`src/rtl/div_pkg.sv`:
```
// Shared types and constants for the div_seq RV32M divide/remainder sequencer.
package div_pkg;

    localparam int          DIV_ITERS     = 32;
    localparam int          DIV_LATENCY   = 36;
    localparam logic [31:0] DIV_BY_ZERO_Q = 32'hFFFF_FFFF;
    localparam logic [31:0] DIV_OVF_Q     = 32'h8000_0000;

    typedef enum logic [1:0] {
        OP_DIV  = 2'b00,
        OP_DIVU = 2'b01,
        OP_REM  = 2'b10,
        OP_REMU = 2'b11
    } div_op_e;

    typedef enum logic [2:0] {
        ST_IDLE  = 3'd0,
        ST_NEG_A = 3'd1,
        ST_NEG_B = 3'd2,
        ST_ITER  = 3'd3,
        ST_FIX   = 3'd4,
        ST_DONE  = 3'd5
    } div_state_e;

    function automatic logic op_is_rem(input div_op_e op);
        return op[1];
    endfunction

endpackage

```
`src/rtl/div_seq_add_sub.sv`:
```
// Shared adder/subtractor: s = x + y when c_in=0, s = x - y when c_in=1.
module div_seq_add_sub #(
    parameter int W = 32
) (
    input  logic [W-1:0] x_i,
    input  logic [W-1:0] y_i,
    input  logic         c_in_i,
    output logic [W-1:0] s_o,
    output logic         c_out_o
);

    logic [W-1:0] y_eff;

    assign y_eff = y_i ^ {W{c_in_i}};
    assign {c_out_o, s_o} = {1'b0, x_i} + {1'b0, y_eff} + {{W{1'b0}}, c_in_i};

endmodule

```
`src/rtl/div_seq.sv`:
```
// Multi-cycle RV32M DIV/DIVU/REM/REMU sequencer around one shared adder/subtractor.
// Signed DIV/REM support is enabled by defining DIV_SIGNED_EN.
module div_seq
    import div_pkg::*;
#(
    parameter int XLEN = 32
) (
    input  logic            clk_i,
    input  logic            rst_ni,
    input  logic            start_i,
    input  logic [1:0]      op_i,
    input  logic [XLEN-1:0] a_i,
    input  logic [XLEN-1:0] b_i,
    input  logic            flush_i,
    output logic            busy_o,
    output logic            valid_o,
    output logic [XLEN-1:0] result_o
);

`ifdef DIV_SIGNED_EN
    localparam logic SIGNED_EN = 1'b1;
`else
    localparam logic SIGNED_EN = 1'b0;
`endif

    div_state_e      state_q, state_d;
    logic [XLEN-1:0] a_q, a_d;
    logic [XLEN-1:0] b_q, b_d;
    logic [XLEN-1:0] rem_q, rem_d;
    logic [XLEN-1:0] result_q, result_d;
    logic [4:0]      cnt_q, cnt_d;
    logic            is_rem_q, is_rem_d;
    logic            neg_a_q, neg_a_d;
    logic            neg_b_q, neg_b_d;

    logic [XLEN-1:0] add_x, add_y, add_s;
    logic            add_cin, add_cout;
    logic            start_signed;
    logic            accept;
    logic [XLEN-1:0] shifted_rem;
    logic [XLEN-1:0] fix_val;
    logic            fix_neg;

    div_seq_add_sub #(.W(XLEN)) u_add_sub (
        .x_i     (add_x),
        .y_i     (add_y),
        .c_in_i  (add_cin),
        .s_o     (add_s),
        .c_out_o (add_cout)
    );

    assign start_signed = SIGNED_EN & ~op_i[0];
    assign shifted_rem  = {rem_q[XLEN-2:0], a_q[XLEN-1]};

    always_comb begin
        state_d   = state_q;
        a_d       = a_q;
        b_d       = b_q;
        rem_d     = rem_q;
        result_d  = result_q;
        cnt_d     = cnt_q;
        is_rem_d  = is_rem_q;
        neg_a_d   = neg_a_q;
        neg_b_d   = neg_b_q;
        add_x     = '0;
        add_y     = '0;
        add_cin   = 1'b0;
        accept    = 1'b0;
        fix_val   = '0;
        fix_neg   = 1'b0;

        case (state_q)
            ST_IDLE: begin
                if (start_i) begin
                    a_d      = a_i;
                    b_d      = b_i;
                    rem_d    = '0;
                    cnt_d    = '0;
                    is_rem_d = op_is_rem(div_op_e'(op_i));
                    neg_a_d  = start_signed & a_i[XLEN-1];
                    neg_b_d  = start_signed & b_i[XLEN-1];
                    if (b_i == '0) begin
                        result_d = op_i[1] ? a_i : DIV_BY_ZERO_Q;
                        state_d  = ST_DONE;
                    end else if (start_signed && a_i == DIV_OVF_Q && b_i == '1) begin
                        result_d = op_i[1] ? '0 : DIV_OVF_Q;
                        state_d  = ST_DONE;
                    end else begin
                        state_d = ST_NEG_A;
                    end
                end
            end
            // Pass-through also goes via the adder (x + 0) so one mux feeds a_q.
            ST_NEG_A: begin
                if (neg_a_q) begin
                    add_y   = a_q;
                    add_cin = 1'b1;
                end else begin
                    add_x = a_q;
                end
                a_d     = add_s;
                state_d = ST_NEG_B;
            end
            ST_NEG_B: begin
                if (neg_b_q) begin
                    add_y   = b_q;
                    add_cin = 1'b1;
                end else begin
                    add_x = b_q;
                end
                b_d     = add_s;
                state_d = ST_ITER;
            end
            // Quotient bits shift into the low end of a_q as the dividend shifts out.
            ST_ITER: begin
                add_x   = shifted_rem;
                add_y   = b_q;
                add_cin = 1'b1;
                accept  = rem_q[XLEN-1] | add_cout;
                rem_d   = accept ? add_s : shifted_rem;
                a_d     = {a_q[XLEN-2:0], accept};
                cnt_d   = cnt_q + 5'd1;
                if (cnt_q == 5'(DIV_ITERS - 1)) begin
                    state_d = ST_FIX;
                end
            end
            ST_FIX: begin
                fix_val = is_rem_q ? rem_q : a_q;
                fix_neg = is_rem_q ? neg_a_q : (neg_a_q ^ neg_b_q);
                if (fix_neg) begin
                    add_y   = fix_val;
                    add_cin = 1'b1;
                end else begin
                    add_x = fix_val;
                end
                result_d = add_s;
                state_d  = ST_DONE;
            end
            ST_DONE: begin
                state_d = ST_IDLE;
            end
            default: begin
                state_d = ST_IDLE;
            end
        endcase

        if (flush_i && state_q != ST_IDLE) begin
            state_d  = ST_IDLE;
            result_d = result_q;
        end
    end

    always_ff @(posedge clk_i or negedge rst_ni) begin
        if (!rst_ni) begin
            state_q  <= ST_IDLE;
            a_q      <= '0;
            b_q      <= '0;
            rem_q    <= '0;
            result_q <= '0;
            cnt_q    <= '0;
            is_rem_q <= 1'b0;
            neg_a_q  <= 1'b0;
            neg_b_q  <= 1'b0;
        end else begin
            state_q  <= state_d;
            a_q      <= a_d;
            b_q      <= b_d;
            rem_q    <= rem_d;
            result_q <= result_d;
            cnt_q    <= cnt_d;
            is_rem_q <= is_rem_d;
            neg_a_q  <= neg_a_d;
            neg_b_q  <= neg_b_d;
        end
    end

    assign busy_o   = (state_q != ST_IDLE);
    assign valid_o  = (state_q == ST_DONE);
    assign result_o = result_q;

endmodule

```
`config.mk`:
```
export PLATFORM = sky130hd
export DESIGN_NAME = div_seq
export DESIGN_NICKNAME = d
export VERILOG_FILES = /design/src/rtl/div_pkg.sv /design/src/rtl/div_seq_add_sub.sv /design/src/rtl/div_seq.sv
export SDC_FILE = /design/constraint.sdc
export NUM_CORES = 1
export LEC_CHECK = 0
export BUFFER_PORTS_ARGS = -buffer_cell sky130_fd_sc_hd__buf_2
export CAP_MARGIN = 15
export CORE_MARGIN = 3
export CORE_UTILIZATION = 60
export DETAILED_ROUTE_END_ITERATION = 6
export PLACE_DENSITY = 0.89
export RECOVER_POWER = 100
export SLEW_MARGIN = 20
export SYNTH_ARGS = -nofsm -noshare
export SYNTH_HDL_FRONTEND = slang
export SYNTH_SLANG_ARGS = --single-unit
```
`constraint.sdc`:
```
create_clock -name clk_i -period 6 [get_ports clk_i]
set_input_delay 1.2 -clock clk_i [delete_from_list [all_inputs] [get_ports clk_i]]
set_output_delay 1.2 -clock clk_i [all_outputs]
set_load 0.005 [all_outputs]
```
## Word-level counts from Yosys, hierarchy flattened

Cells that the tools add are included.

| storage, ports and cells | value |
|---|---|
| bits in latches | 0 |
| ROM bits | 0 |
| bits in writable memories | 0 |
| input bits | 70 |
| logic and storage cells | 59 |
| memories | 0 |
| output and inout port bits | 34 |
| register bits | 137 |

| cells by class | value |
|---|---|
| bitwise operators | 3 |
| $add $sub $neg | 3 |
| reduce and logical (&&, ||, !) cells | 14 |
| magnitude comparators | 0 |
| eq/ne operators | 10 |
| multiply operators | 0 |
| muxes and demuxes | 22 |
| shifts and indexed selects | 0 |
| divide/modulo/power cells | 0 |

Operator list:

| kind | number |
|---|---|
| 2-to-1 mux 32 bit | 9 |
| one-hot mux 32 bit (2 select lines) | 3 |
| one-hot mux 32 bit (4 select lines) | 1 |
| one-hot mux 32 bit (3 select lines) | 1 |
| adder 32 x 32 -> 33 bit | 1 |
| adder 33 x 1 -> 33 bit | 1 |
| logical NOT 32 bit | 1 |
| bitwise XOR 32 bit | 1 |
| one-hot mux 3 bit (5 select lines) | 1 |
| 2-to-1 mux 3 bit | 4 |
| one-hot mux 5 bit (2 select lines) | 1 |
| AND reduction 2 bit | 5 |
| equality test 3 x 2 -> 1 bit, second input constant | 2 |
| equality test 3 bit, second input constant | 2 |
| inequality test 3 bit, second input constant | 2 |
| nonzero test 2 bit | 3 |
| nonzero test 3 bit | 2 |
| adder 5 x 1 -> 5 bit, second input constant | 1 |
| equality test 5 bit, second input constant | 1 |
| 2-to-1 mux 5 bit | 1 |
| inequality test 2 bit, second input constant | 2 |
| AND reduction 4 bit | 1 |
| equality test 3 x 1 -> 1 bit, second input constant | 1 |
| logical NOT 3 bit | 1 |
| 4 further kinds | 4 |

## Longest topological paths before layout

Gate-level depths: netlist of run 1.

| depth | value |
|---|---|
| depth in word-level cells | 8 |
| mapped depth | 20 |
| depth with buffers taken out | 15 |

## Hierarchy

Synthesis of run 1 repeated with hierarchy kept, for this count alone.

| unflattened totals | value |
|---|---|
| cells, all modules | 1230 |
| area total of the unflattened synthesis | 10502.6 um^2 |

By module, submodules not included:

| module | sequential area each (um^2) | instances | cells each | area an instance (um^2) |
|---|---|---|---|---|
| div_seq | 3428.3 | 1 | 931 | 8356.8 |
| div_seq_add_sub | 0.0 | 1 | 299 | 2145.8 |

## Worst setup path before layout of run 1

Ideal clock, no wire load.

| timing path | value |
|---|---|
| path type | flip-flop to flip-flop |
| start | reg state_q[0] |
| end | reg rem_q[12] |
| slack | 1.789 ns |
| library setup time | 0.069 ns |
| cell stages (with the launch flop) | 19 |
| period minus slack after synthesis | 4.211 ns |
| data arrival time | 4.142 ns |
| path buffers | 5 |
| data required time | 5.931 ns |
| cell sequence | dfrtp_1 buf_4 clkbuf_1 buf_1 mux2i_1 nor2_1 a221o_1 ha_1 a21oi_1 o21ai_0 a211o_1 or2_1 a31oi_2 o21ai_2 a2111oi_4 buf_2 buf_4 nand3_1 nand3_1 |

| on the way | value |
|---|---|
| longest elaborated chain between the ends | 8 |
| elaborated cells between the ends (all ways) | 17 |
| classes of those cells | 2 x add/sub; 5 x eq/ne; 5 x mux; 2 x bitwise; 3 x reduce/logical |

RTL lines:

| item | RTL line | RTL |
|---|---|---|
| start: declaration | div_seq.sv:26 | `div_state_e state_q, state_d;` |
| start signal: assignment | div_seq.sv:165 | `state_q <= state_d;` |
| equality test 3 x 2 -> 1 bit | div_seq.sv:72 | `case (state_q)` |
| 2-to-1 mux 32 bit / 2-to-1 mux 1 bit (equally long branches) | n/a |  |
| bitwise XOR 32 bit | div_seq_add_sub.sv:14 | `assign y_eff = y_i ^ {W{c_in_i}};` |
| adder 32 x 32 -> 33 bit | div_seq_add_sub.sv:15 | `assign {c_out_o, s_o} = {1'b0, x_i} + {1'b0, y_eff} + {{W{1'b0}}, c_in_i};` |
| adder 33 x 1 -> 33 bit | div_seq_add_sub.sv:15 |  |
| OR 1 bit | div_seq.sv:119 | `accept = rem_q[XLEN-1] \| add_cout;` |
| 2-to-1 mux 32 bit | div_seq.sv:120 | `rem_d = accept ? add_s : shifted_rem;` |
| one-hot mux 32 bit (2 select lines) | div_seq.sv:72 |  |
| end signal: assignment | div_seq.sv:168 | `rem_q <= rem_d;` |
| end: declaration | div_seq.sv:29 | `logic [XLEN-1:0] rem_q, rem_d;` |

Parallel ways exist; a longest one is shown, timed or not.
A chain may end at the register's enable or synchronous reset.

## Worst setup path in the final report of run 1

| timing path | value |
|---|---|
| start | reg state_q[0] |
| end | reg b_q[30] |

| on the way | value |
|---|---|
| longest elaborated chain between the ends | 6 |
| elaborated cells between the ends (all ways) | 15 |
| classes of those cells | 2 x add/sub; 5 x eq/ne; 4 x mux; 1 x bitwise; 3 x reduce/logical |

RTL lines:

| item | RTL line | RTL |
|---|---|---|
| equality test 3 x 2 -> 1 bit | div_seq.sv:72 |  |
| 2-to-1 mux 32 bit / 2-to-1 mux 1 bit (equally long branches) | n/a |  |
| bitwise XOR 32 bit | div_seq_add_sub.sv:14 |  |
| adder 32 x 32 -> 33 bit | div_seq_add_sub.sv:15 |  |
| adder 33 x 1 -> 33 bit | div_seq_add_sub.sv:15 |  |
| one-hot mux 32 bit (2 select lines) | div_seq.sv:72 |  |
| end signal: assignment | div_seq.sv:157 | `b_q <= '0;` |
| end signal: assignment | div_seq.sv:167 | `b_q <= b_d;` |
| end: declaration | div_seq.sv:28 | `logic [XLEN-1:0] b_q, b_d;` |

Parallel ways exist; a longest one is shown, timed or not.

==> results.py, run 1 <==
metrics = {
    "outcome": {
        "violations": "max-capacitance violations, max-slew violations",
        "run_status": "finished with violations",
    },
    "synthesis": {
        "yosysSeqAreaShare_pct": 36.6,
        "ys_ff_latch": 137,
        "synth_edf_count": 0,
        "ys_types": 71,
        "postSynthAreaPerCell_sq_um": 8.49,
        "syn-instance-count": 1105,
        "yosys-top-cells-area": "dfrtp_1, mux2i_1, o21ai_0, nand2_1, ha_1",
        "synthArstFlopShare_pct": 100,
        "syn_nets": 1209,
        "synth_ff_type": "dfrtp_1",
        "yosysTopAreaCell": "dfrtp_1",
        "yosysWarningCount": 0,
        "mappedNetlistArea_sq_um": 9380,
        "synth_top_cell_area_share_pct": 36.6,
    },
    "worst_setup_path": {
        "worstPathArrival_ns": 5.68,
        "path_cells": "nor2_1 > and3_1 > a221o_1 > inv_1 > fa_1 > nor2b_1 > o2111ai_1 > a31oi_1 > or2_0 > a31oi_1 > o21ai_2 > mux2i_1 > nor4_1 > o21ai_0",
        "start_kind": "flop",
        "critical_path.max_stage_delay_ns": 0.93,
        "crit_fanout": 25,
        "path_common_cell": "a31oi_1",
        "cp_slowest_cell": "and3_1",
        "worstSetupEndpointType": "flop",
        "critical_path_class": "reg -> reg",
        "required_ns": 6.27,
    },
    "sta": {
        "setup_ws_ns": 0.591,
        "fin_crit_sh_pct": 90.2,
        "max_slew_margin_pct": -176,
        "tightest_slew_ns": 4.14,
        "hold_slack_ns": 0.472,
        "fin_crit_ns": 5.41,
        "finalSetupTns_ns": 0,
        "setup_viol": 0,
        "final.setup_skew_ns": 0.00964,
        "rsz0062_at_grt": "no",
        "slew_viol_final": 108,
        "hold_viol": 0,
        "fmax_mhz": 185,
    },
    "clock_tree": {
        "clock_latency_ns": 0.43,
        "clock_path_buffers": 2,
        "clk_pin_slew_ns": 0.07,
        "cts_setup_buffers": 0,
        "cts_num_sinks": 137,
        "cts_resized": 0,
        "cts_made_buffers": 17,
        "cts_max_level": 4,
        "cts_tree": "done",
        "ctsHoldBuffers": 0,
        "root_buffer": "clkbuf_16",
    },
    "drt": {
        "wirelength_microns": 30000,
        "drc_errors": 0,
        "vias_per_cell": 6.85,
        "vias": 9469,
        "routedWlPerCell_microns": 21.7,
        "drt_iter0_drc": 1035,
        "ant_nets": 0,
        "drtPass1Iterations": 6,
    },
    "global_route": {
        "grt_use_total_pct": 36.0,
        "grt_overflow": 0,
        "grt_pass1_wl_microns": 48400,
        "antenna_found_initial": 0,
        "grt_pass1_vias": 9220,
        "grt_max_degree": 87,
    },
    "placed_design": {
        "portBuffers": 102,
        "gp_congestion": 0.990,
        "pre_cts_ws_ns": 0.911,
        "dp_hpwl_microns": 20300,
    },
    "power_and_ir_drop": {
        "leakagePower_nw": 4.79,
        "ir_drop_uv": 243,
        "p_per_area_nw_per_um2": 386,
    },
    "final_layout": {
        "nFillCells": 1225,
        "drive_gt1_share_pct": 13.2,
        "nets": 1262,
        "area_growth_pct": 11.9,
        "multi_input_area_sq_um": 5510,
        "seq_area_sq_um": 3430,
        "antenna_cells": 0,
    },
    "floorplanning": {
        "pin_count": 104,
        "dieArea_sq_um": 17200,
        "start_util_pct": 61.5,
        "die_x_microns": 131,
        "dieHeight_microns": 131,
        "rows": 45,
        "core_sq_um": 15300,
    },
    "job": {
        "maxCapViolations": 2,
    },
    "hold_path": {
        "hp-class": "reg -> reg",
    },
}
state kept, by name (all words and copies together), names as in the netlist:
register	count
a_q	32
b_q	32
rem_q	32
result_o	32
cnt_q	5
state_q	3
is_rem_q	1
power by group:
group	leakage, nW	total [W]	switching, W	internal [W]
Combinational	2.78	0.00147	0.000908	0.000560
Sequential	1.72	0.00150	0.000283	0.00121
Clock	0.295	0.00108	0.000487	0.000596
cell type report:
type	instances	area share (%)
multi-input combinational	868	52.5
sequential	137	32.7
timing repair buffer	121	6.15
clock buffer	17	4.05
tap	211	2.52
clock inverter	15	1.60
inverter	13	0.465
metal layers:
layer  global-route usage [%]  share of wire [%]  vias to the layer above
met4                     20.4                5.9                        0
met2                     58.7                 48                      565
met1                     44.2                 37                     4576
met3                     8.05                9.5                      121
li1                         -                  -                     4207
met5                        0                  0                        -
cells by family after synthesis:
family	share of synthesized area (%)
AND/OR/NAND/NOR	20.6
AO/OA/AOI/OAI	25.4
flip-flops	36.6
buffers and inverters	4.22
multiplexers	5.79
adder cells (fa/ha/maj)	4.62
XOR/XNOR	2.80
cells in the mapped netlist (all sizes together) (10+ instances only):
cell type / count
o21ai: 125
or3: 16
buf: 17
a221o: 32
ha: 33
nor2: 104
nand3: 70
nor3b: 15
inv: 13
a21o: 16
nor4: 13
a22oi: 36
a31oi: 10
o211ai: 10
mux2i: 52
nand3b: 18
xnor2: 21
nand2: 121
a21oi: 46
a211oi: 18
nand2b: 13
clkbuf: 70
dfrtp: 137
worst max-delay path: cells and delay by family, from the launching register on:
| family | cells | cell delay [ns] |
|---|---|---|
| AO/OA/AOI/OAI | 6 | 1.56 |
| multiplexers | 1 | 0.12 |
| flip-flops | 1 | 0.62 |
| buffers and inverters | 1 | 0.06 |
| AND/OR/NAND/NOR | 5 | 2.46 |
| adder cells (fa/ha/maj) | 1 | 0.41 |
worst paths after layout:
kind                       cells after the start   startpoint     endpoint  slack (ns)
max                                           14   state_q[0]      b_q[30]        0.59
min                                            1  result_o[5]  result_o[5]        0.47
max reg2reg                                   14   state_q[0]      b_q[30]        0.59
min reg2reg                                    1  result_o[5]  result_o[5]        0.47
max in group asynchronous                      2       rst_ni   state_q[0]        1.21
min in group asynchronous                      1       rst_ni  result_o[5]        2.44
cells in the final DEF (no fill, tap or decap), types with 4 or more instances in the layout:
master     count
a221o_1       32
nor2b_1        6
nor2_1       104
a22oi_1       36
nor4_1        13
clkbuf_16     17
buf_4         15
clkbuf_1      14
a222oi_1       4
buf_2         89
nand2_1      120
nand4_1        4
a221oi_1       9
ha_1          33
o21bai_1       4
mux2i_1       52
nand3b_1      18
inv_8          6
a21oi_1       46
o211ai_1      10
nor3b_1       15
nor3_1         4
or2_2          4
dfrtp_1      136
o21ai_0      120
o22ai_1        7
o21a_1         4
xor2_1         9
and3_1         5
inv_6          6
a211oi_1      17
a21o_1        16
inv_1         13
a31oi_1       10
nand2b_1      13
nand3_1       70
or3_1         16
xnor2_1       21
stage by stage:
step	instances	instance area (sq um)	utilization (%)	power, W
detailed placement	1350	10000	65.5	0.00295
finish	1382	10500	68.8	0.00405
global placement	1350	10000	65.5	0.00289
floorplan	1105	9380	-	0.00239
global route	1382	10500	68.8	0.00425
CTS	1382	10600	69.4	0.00403
Note: power is estimated with default switching activity, not from simulation.
==> run 2, diff against run 1 <==
--- a/config.mk
+++ b/config.mk
@@ -9,6 +9,7 @@
 export CAP_MARGIN = 15
 export CORE_MARGIN = 3
 export CORE_UTILIZATION = 60
+export CTS_BUF_LIST = sky130_fd_sc_hd__clkbuf_4
 export DETAILED_ROUTE_END_ITERATION = 6
 export PLACE_DENSITY = 0.89
 export RECOVER_POWER = 100
==> run 2 against run 1 <==
  * The flow still finishes with violations (max-capacitance violations, max-slew violations)
  * Non-clock buffer count unchanged
  * Power decreased by 11%
  * Clock-buffer cell count stayed put
  * Register-to-register slack barely moved
  * Hold slack improved by 0.020 ns
  * Wire length decreased by 2.9%
  * Sequential power about the same
  * Clock skew rose by 0.010 ns
  * Global-route usage decreased by 1.5 points
  * Clock power shrank 39%
  * Largest cell class unchanged
  * Largest power group unchanged
==> results.py, run 2 (synthesized netlist as in run 1, its figures left out) <==
metrics = {
    "clock_tree": {
        "cts_tree": "done",
        "clock_path_buffers": 2,
        "cts_resized": 0,
        "clock_latency_ns": 0.59,
        "cts_setup_buffers": 0,
        "cts_max_level": 4,
        "cts_num_sinks": 137,
        "ctsHoldBuffers": 0,
        "clk_pin_slew_ns": 0.15,
        "cts_made_buffers": 17,
        "root_buffer": "clkbuf_4",
    },
    "drt": {
        "ant_nets": 0,
        "vias": 9357,
        "wirelength_microns": 29100,
        "vias_per_cell": 6.77,
        "drc_errors": 0,
        "routedWlPerCell_microns": 21.0,
        "drt_iter0_drc": 1069,
        "drtPass1Iterations": 7,
    },
    "global_route": {
        "grt_max_degree": 87,
        "grt_overflow": 0,
        "grt_use_total_pct": 34.5,
        "grt_pass1_wl_microns": 46300,
        "grt_pass1_vias": 8841,
        "antenna_found_initial": 0,
    },
    "final_layout": {
        "final_cell_mix": "dfrtp_1, nand2_1, o21ai_0",
        "final_common_cell": "dfrtp_1",
        "seq_area_sq_um": 3430,
        "nFillCells": 1286,
        "area_growth_pct": 8.72,
        "drive_gt1_share_pct": 13.2,
        "multi_input_area_sq_um": 5520,
        "nets": 1262,
    },
    "placed_design": {
        "gp_congestion": 0.990,
        "dp_hpwl_microns": 20300,
        "portBuffers": 102,
    },
    "power_and_ir_drop": {
        "ir_drop_uv": 218,
        "finalPower_w": 0.00360,
        "leakagePower_nw": 4.66,
        "p_per_area_nw_per_um2": 353,
    },
    "worst_setup_path": {
        "crit_fanout": 25,
        "start_kind": "flop",
        "worstPathArrival_ns": 5.85,
        "critical_path_class": "reg -> reg",
        "required_ns": 6.44,
        "worstSetupEndpointType": "flop",
    },
    "floorplanning": {
        "dieArea_sq_um": 17200,
        "die_x_microns": 131,
        "rows": 45,
        "start_util_pct": 61.5,
        "core_sq_um": 15300,
        "pin_count": 104,
        "dieHeight_microns": 131,
    },
    "outcome": {
        "violations": "max-capacitance violations, max-slew violations",
        "run_status": "finished with violations",
    },
    "sta": {
        "fin_crit_ns": 5.40,
        "rsz0062_at_grt": "no",
        "slew_viol_final": 108,
        "max_slew_margin_pct": -175,
        "setup_viol": 0,
        "fin_crit_sh_pct": 90.1,
        "hold_viol": 0,
        "fmax_mhz": 185,
        "tightest_slew_ns": 4.13,
        "finalSetupTns_ns": 0,
        "final.setup_skew_ns": 0.0201,
    },
    "job": {
        "maxCapViolations": 2,
    },
    "hold_path": {
        "hp-class": "reg -> reg",
    },
}
run 2: cell count changes in the layout (fill, tap and decap cells not counted), sizes merged:
cell / before / now
clkbuf: 32 / 33
diode: 0 / 1
buf: 105 / 104
run 2: cell type report:
cell class              count  share of cell area, %
inverters                  13                  0.479
well taps                 211                   2.59
diodes                      1                 0.0245
clock inverters            15                   1.64
multi-input cells         868                   54.1
repair buffers            121                   6.29
clock buffers              17                   1.25
flip-flops and latches    137                   33.6
run 2: metrics by stage:
| stage | instance area [sq um] | utilization (%) | worst slack [ns] | hold WS (ns) | instances |
|---|---|---|---|---|---|
| floorplan | 9380 | - | 1.79 | 0.467 | 1105 |
| global placement | 10000 | 65.5 | 0.958 | 0.455 | 1350 |
| detailed placement | 10000 | 65.5 | 0.911 | 0.461 | 1350 |
| CTS | 10300 | 67.5 | 0.862 | 0.492 | 1382 |
| global route | 10200 | 66.8 | 0.307 | 0.511 | 1382 |
| finish | 10200 | 66.8 | 0.596 | 0.491 | 1383 |
run 2: report_power, final:
part / switching [W] / internal, W / total [W]
clock: 0.000430 / 0.000231 / 0.000661
sequential: 0.000276 / 0.00121 / 0.00149
combinational: 0.000898 / 0.000559 / 0.00146
total: 0.00160 / 0.00200 / 0.00360
run 2: worst max-delay path, stage by stage, from the launching register on:
cell and delay (ns):
dfrtp_2 0.64, nor2_1 0.32, and3_1 0.93, a221o_1 0.30, ha_1 0.33, nand4_1 0.21, a2111o_1 0.38, a31oi_1 0.34
or2_0 0.17, a31oi_1 0.12, o21ai_2 0.31, mux2i_1 0.13, nor4_1 0.86, o21ai_0 0.21
run 2: layer usage:
metal  wire length [microns]  track usage (%)  up-vias  share of wire [%]
met5                       0                0        -                  0
met4                    1760             17.7        0                6.1
met3                    2520             7.07      136                8.7
met2                   13700             56.4      560                 47
met1                   11100             43.4     4457                 38
li1                        -                -     4204                  -
run 2: worst paths after layout:
kind / start / to / slack (ns) / cells past startpoint
worst min-delay path: result_o[5] / result_o[5] / 0.49 / 1
worst max-delay path: state_q[0] / b_q[30] / 0.60 / 13
min in group asynchronous: rst_ni / result_o[5] / 2.25 / 1
worst max register to register: state_q[0] / b_q[30] / 0.60 / 13
worst min register to register: result_o[5] / result_o[5] / 0.49 / 1
max in group asynchronous: rst_ni / state_q[0] / 1.40 / 2
